<file path="config.mk">
export PLATFORM = sky130hd
export DESIGN_NAME = steer_cntrl
export DESIGN_NICKNAME = d
export VERILOG_FILES = /design/src/rtl/steer_pkg.sv /design/src/rtl/sgn_mag_cnv.sv /design/src/rtl/steer_cntrl.sv
export SDC_FILE = /design/constraint.sdc
export NUM_CORES = 1
export LEC_CHECK = 0
export BUFFER_PORTS_ARGS = -buffer_cell sky130_fd_sc_hd__buf_2
export CAP_MARGIN = 15
export CORE_ASPECT_RATIO = 1.1
export CORE_MARGIN = 2
export CORE_UTILIZATION = 45
export CTS_CLUSTER_SIZE = 10
export DETAILED_ROUTE_END_ITERATION = 8
export GPL_TIMING_DRIVEN = 0
export PLACE_DENSITY_LB_ADDON = 0.1
export SETUP_SLACK_MARGIN = 0.3
export SYNTH_ARGS = -nofsm -noshare
export SYNTH_HDL_FRONTEND = slang
export SYNTH_SLANG_ARGS = --single-unit
</file>
<file path="constraint.sdc">
create_clock -name clk -period 3.9 [get_ports clk]
set_input_delay 0.78 -clock clk [delete_from_list [all_inputs] [get_ports clk]]
set_output_delay 0.78 -clock clk [all_outputs]
set_load 0.02 [all_outputs]
</file>
<file path="src/rtl/steer_pkg.sv">
// Shared types, widths and default tuning for the line-following steering controller.
// Holds the saturation helper used by both the SUM stage and the output converters.
package steer_pkg;

    localparam int ERR_W = 12;
    localparam int CMD_W = 11;
    localparam int ACC_W = 18;
    localparam int MAG_W = CMD_W - 1;

    localparam logic [2:0]       KP_DEF        = 3'd4;
    localparam logic [3:0]       KD_DEF        = 4'd8;
    localparam logic [MAG_W-1:0] BASE_SPD_DEF  = 10'h200;
    localparam logic [MAG_W-1:0] RAMP_STEP_DEF = 10'h040;

    typedef enum logic [2:0] {
        IDLE,
        PTERM,
        DTERM,
        SUM,
        MIX
    } state_t;

    typedef logic signed [ACC_W-1:0] acc_t;

    localparam acc_t SAT_HI = 18'sd1023;
    localparam acc_t SAT_LO = -18'sd1023;

    // Symmetric clip keeps -1024 out, so every value has a sign-magnitude encoding.
    function automatic acc_t sat_cmd(input acc_t v);
        if (v > SAT_HI)
            return SAT_HI;
        else if (v < SAT_LO)
            return SAT_LO;
        else
            return v;
    endfunction

endpackage

</file>
<file path="src/rtl/sgn_mag_cnv.sv">
// Clips a signed wheel speed to +/-1023 and encodes it as {reverse, magnitude}.
// Zero always encodes as all-zero (brake), never as negative zero.
module sgn_mag_cnv
    import steer_pkg::*;
(
    input  acc_t             val,
    output logic [CMD_W-1:0] cmd
);

    acc_t             sat_v;
    logic [MAG_W-1:0] abs_v;

    always_comb begin
        sat_v = sat_cmd(val);
        abs_v = sat_v[ACC_W-1] ? MAG_W'(-sat_v) : MAG_W'(sat_v);
        cmd   = {sat_v[ACC_W-1], abs_v};
    end

endmodule

</file>
<file path="src/rtl/steer_cntrl.sv">
// PD steering controller: one error sample in, differential left/right motor command out.
// Define STEER_DTERM_EN to enable the derivative term; otherwise d is forced to zero.
module steer_cntrl
    import steer_pkg::*;
#(
    parameter logic [2:0]       KP        = KP_DEF,
    parameter logic [3:0]       KD        = KD_DEF,
    parameter logic [MAG_W-1:0] BASE_SPD  = BASE_SPD_DEF,
    parameter logic [MAG_W-1:0] RAMP_STEP = RAMP_STEP_DEF
)(
    input  logic                    clk,
    input  logic                    rst,
    input  logic                    go,
    input  logic                    err_vld,
    input  logic signed [ERR_W-1:0] error,
    output logic [CMD_W-1:0]        lft,
    output logic [CMD_W-1:0]        rht,
    output logic                    cmd_vld,
    output logic                    busy
);

    localparam acc_t KP_X = {{(ACC_W-3){1'b0}}, KP};
`ifdef STEER_DTERM_EN
    localparam acc_t KD_X = {{(ACC_W-4){1'b0}}, KD};
`else
    // prev_err still tracks samples so enabling the D term later needs no datapath change.
    localparam acc_t KD_X = '0;
`endif

    state_t state, state_nxt;
    logic   accept, load_cmd, clear;

    logic signed [ERR_W-1:0] err_q, prev_err;
    logic [MAG_W-1:0]        frc, frc_nxt;
    logic [MAG_W:0]          frc_sum;
    acc_t                    p_term, d_term, steer;
    acc_t                    err_x, diff_x, frc_x, lft_s, rht_s;
    logic [CMD_W-1:0]        lft_cmd, rht_cmd;

    always_ff @(posedge clk or posedge rst) begin
        if (rst)
            state <= IDLE;
        else
            state <= state_nxt;
    end

    always_comb begin
        state_nxt = state;
        if (!go) begin
            state_nxt = IDLE;
        end else begin
            case (state)
                IDLE:    if (err_vld) state_nxt = PTERM;
                PTERM:   state_nxt = DTERM;
                DTERM:   state_nxt = SUM;
                SUM:     state_nxt = MIX;
                MIX:     state_nxt = IDLE;
                default: state_nxt = IDLE;
            endcase
        end
    end

    always_comb begin
        busy     = (state != IDLE);
        accept   = (state == IDLE) && go && err_vld;
        load_cmd = (state == MIX) && go;
        clear    = !go;
    end

    always_comb begin
        frc_sum = {1'b0, frc} + {1'b0, RAMP_STEP};
        frc_nxt = (frc_sum > {1'b0, BASE_SPD}) ? BASE_SPD : frc_sum[MAG_W-1:0];
        err_x   = {{(ACC_W-ERR_W){err_q[ERR_W-1]}}, err_q};
        diff_x  = err_x - {{(ACC_W-ERR_W){prev_err[ERR_W-1]}}, prev_err};
        frc_x   = {{(ACC_W-MAG_W){1'b0}}, frc};
        lft_s   = frc_x + steer;
        rht_s   = frc_x - steer;
    end

    sgn_mag_cnv u_cnv_lft (.val(lft_s), .cmd(lft_cmd));
    sgn_mag_cnv u_cnv_rht (.val(rht_s), .cmd(rht_cmd));

    // Dropping go acts as a brake: outputs, ramp and history all return to zero.
    always_ff @(posedge clk or posedge rst) begin
        if (rst) begin
            err_q    <= '0;
            prev_err <= '0;
            frc      <= '0;
            p_term   <= '0;
            d_term   <= '0;
            steer    <= '0;
            lft      <= '0;
            rht      <= '0;
            cmd_vld  <= 1'b0;
        end else if (clear) begin
            prev_err <= '0;
            frc      <= '0;
            lft      <= '0;
            rht      <= '0;
            cmd_vld  <= 1'b0;
        end else begin
            cmd_vld <= load_cmd;
            if (accept) begin
                err_q <= error;
                frc   <= frc_nxt;
            end
            if (state == PTERM)
                p_term <= err_x * KP_X;
            if (state == DTERM) begin
                d_term   <= diff_x * KD_X;
                prev_err <= err_q;
            end
            if (state == SUM)
                steer <= sat_cmd(p_term + d_term);
            if (load_cmd) begin
                lft <= lft_cmd;
                rht <= rht_cmd;
            end
        end
    end

endmodule

</file>
==> out/metrics.cfg <==
[setup_path]
rr_endpoint = rht[8]$_DFFE_PP0P_
worst-path-buf-inv = 4
worstRegToRegCells = 18
cp_max_fo = 7
endpoint_kind = flop
r2r_start = frc[7]$_DFFE_PP0P_
cp_data_required_time_ns = 4.16
max_stage_delay_ns = 0.45
startpoint_type = flop
critical_path_class = reg2reg
path_cells = ha_4 -> buf_8 -> a21o_1 -> a41oi_4 -> buf_6 -> xnor2_2 -> or3_4 -> o311ai_4 -> ha_4 -> buf_8 -> nor3_4 -> ha_2 -> inv_2 -> a31oi_4 -> o311a_1 -> o2111ai_2 -> o21a_1 -> a31oi_1
cp.arrival_ns = 4.02
crit_family = compound AO/OA/AOI/OAI gates
rrSetupSlack_ns = 0.15
slowest_stage = dfrtp_2

[place]
globalplace.congestion = 0.8518
hpwl_um = 7606
port_buffers = 39

[drt]
viasPerCell = 5.717
drtPass1Iterations = 4
ant_nets = 0
drc = 0
drt_iter0_drc = 314
drt_wl_total_um = 10880
wl_per_cell_um = 16.36
route.vias.total = 3802

[grt]
grt_max_degree = 69
grt_pass1_wl_um = 18000
grt_pass1_vias = 3744
grt_util_all_layers = 0.2284
gr-total-overflow = 0
antenna_found_initial = 0

[timing]
finClkSkew_ns = 0.01016
rsz0062_at_grt = true
max-slew-margin-rel = 0.4398
worst_slew_pin_slew_ns = 0.8403
layout_min_cycle_time_ns = 3.753
slew_violations = 0
hold_viol = 0
finalCritPeriodShare = 0.9622
fmax_mhz = 266.5
setup_viol = 0

[clock_tree]
clk_latency_ns = 0.34
cts-root-buf = clkbuf_8
cts_tree = built
h-tree-depth = 3
cts_inserted_buffers = 9
cts_hold_buf = 0
clkSinkCount = 68
clk_pin_slew_ns = 0.09
cts_buffer_depth = 2

[final_layout]
drive_above_1_share = 0.2976
nets = 577
synthToLayoutAreaGrowth_pct = 26.71
fill_cells = 810
final_util = 0.5910
n_antenna_cell = 0

[pwr]
switching_share = 0.4437
ir_worst_vdd_mv = 0.4355
totalPowerFinal_mw = 4.137
p_clk_frac = 0.145
p_int_mw = 2.301
netSwitchingPower_mw = 1.835
cellLeakagePower_nw = 2.291
pwr-share-seq = 0.250
power_density_mw_per_mm2 = 784.7
combPwrFrac = 0.605

[synth]
synth_edf_count = 0
synth_flop_cell = dfrtp_1
avgSynthCellArea_um2 = 8.947
netlist_area_mm2 = 0.004160
synth.distinct_cells = 60
synth_top_area_cell = dfrtp_1
syn_inst = 465
ys_seq_elements = 68
ys_seq_area_frac = 0.4090
yosysTopAreaCellShare = 0.4090
synthArstFlopShare = 1.000
yosys_warnings = 0
synth_nets = 496
synth_area_leaders = dfrtp_1 (41%), mux2_2 (6.2%), o21ai_0 (4.6%)

[floorplan]
num_io_pins = 40
dieArea_mm2 = 0.01003
die_w_um = 95.68
dieHeight_um = 104.8
core_area_mm2 = 0.008919
start_util = 0.4665
row_count = 36

[run]
max_cap_violations = 0

[run_status]
outcome = finished clean

[worst_hold_path]
holdPathEnd = p_term[13]$_DFFE_PP0P_
hold_depth = 2
hold_path_class = reg2reg
min-delay-start = err_q[11]$_DFFE_PP0P_

registers in the layout, indices dropped and copies added, names as in the netlist:
name / flops
frc: 4
lft: 11
cmd_vld: 1
steer: 14
err_q: 12
rht: 11
state: 3
p_term: 12
worst max path at each step:
stage,depth (start not counted),startpoint,slack [ns],endpoint
floorplan,16,frc[6]$_DFFE_PP0P_,0.26,rht[8]$_DFFE_PP0P_
global placement,18,steer[0]$_DFFE_PP0P_,-0.31,rht[8]$_DFFE_PP0P_
detailed placement,18,steer[1]$_DFFE_PP0P_,-0.35,rht[8]$_DFFE_PP0P_
CTS,16,frc[6]$_DFFE_PP0P_,0.12,rht[8]$_DFFE_PP0P_
global route,18,frc[7]$_DFFE_PP0P_,0.008,rht[8]$_DFFE_PP0P_
finish,18,frc[7]$_DFFE_PP0P_,0.15,rht[8]$_DFFE_PP0P_
cells in the mapped netlist (all sizes together), types with 2 or more instances:
cell	number
o31ai	6
nand2b	13
clkinv	2
nor3	19
o22ai	2
o311ai	2
o311a	3
a211oi	7
and3	3
nor2	49
inv	21
nor2b	4
dfrtp	68
xor2	3
clkbuf	29
nand3	14
a31oi	17
buf	2
or3	5
o211ai	4
nand4	2
nand2	20
a21o	3
nor4	5
o21a	5
mux2	23
ha	15
o21bai	5
o21ai	39
or4	3
mux2i	2
a311oi	3
and2	2
a21oi	30
xnor2	16
o211a	2
worst register-to-register path, cell delays in order (launching register included):
cell and delay [ns]:
dfrtp_2 0.45, ha_4 0.25, buf_8 0.12, a21o_1 0.18, a41oi_4 0.21, buf_6 0.14, xnor2_2 0.07, or3_4 0.34
o311ai_4 0.30, ha_4 0.28, buf_8 0.13, nor3_4 0.12, ha_2 0.21, inv_2 0.05, a31oi_4 0.16, o311a_1 0.26
o2111ai_2 0.11, o21a_1 0.12, a31oi_1 0.18
routing by layer:
metal / part of all wire / up-vias / GRT usage
li1: - / 1835 / -
met1: 0.41 / 1850 / 0.2765
met2: 0.54 / 97 / 0.4091
met3: 0.034 / 20 / 0.03677
met4: 0.019 / 0 / 0.06633
met5: 0 / - / 0
cell usage in the layout, fill, tap and decap left out, drive strengths merged, types with 5 or more instances in the layout:
cell,count
or3,5
nand2b,13
xnor2,16
ha,15
mux2,23
nor2,49
nand3,14
nand2,20
buf,78
o21a,5
dfrtp,68
clkbuf,32
nor4,5
o21ai,39
nor3,19
a21oi,30
o31ai,6
a31oi,17
inv,24
a211oi,7
o21bai,5
stage by stage:
stage / setup TNS (ns) / instance area [um2] / std cells / setup WS, ns / hold slack, ns
final: 0 / 5271 / 665 / 0.1474 / 0.4906
after detailed placement: -1.052 / 4556 / 618 / -0.3505 / 0.4689
after global routing: 0 / 5271 / 665 / 0.007632 / 0.5115
after CTS: 0 / 5065 / 655 / 0.1167 / 0.5022
after global placement: -0.9040 / 4553 / 618 / -0.3146 / 0.4574
after floorplan: 0 / 4215 / 465 / 0.2629 / 0.4444
power groups by stage:
| stage | clock [mW] | combinational [mW] | sequential (mW) |
|---|---|---|---|
| after floorplan | 0 | 1.51 | 1.00 |
| after global placement | 0 | 1.86 | 1.03 |
| after detailed placement | 0 | 1.89 | 1.04 |
| after CTS | 0.614 | 2.25 | 1.03 |
| after global routing | 0.649 | 2.74 | 1.07 |
| final | 0.599 | 2.50 | 1.04 |
kinds of logic after synthesis:
kind of cell / count (synthesis) / share of synthesized area
AOI/OAI and AO/OA: 141 / 0.2199
xor gates and xnor gates: 19 / 0.04000
adders and majority gates: 15 / 0.04511
buffers and inverters: 54 / 0.05023
DFF: 68 / 0.4090
muxes: 25 / 0.06707
and+or+nand+nor: 143 / 0.1687
final cells by class:
type / instances / area [um2] / share of cell area
Sequential cell: 68 / 1707 / 0.3238
Clock buffer: 9 / 123.9 / 0.02350
Inverter: 23 / 96.34 / 0.01828
Clock inverter: 7 / 73.82 / 0.01400
Timing Repair Buffer: 70 / 442.9 / 0.08403
Tap cell: 114 / 142.6 / 0.02706
Multi-Input combinational cell: 343 / 2512 / 0.4766
Buffer: 31 / 172.7 / 0.03276
timing repair:
item / 4_1_cts / 5_1_grt
pin swaps: 14 / 20
gates resized for setup: 34 / 35
buffers inserted: 21 / 10
hold endpoints to repair: 0 / 0
setup endpoints to repair: 14 / 12
No activity file was read; power rests on OpenSTA's default activity.
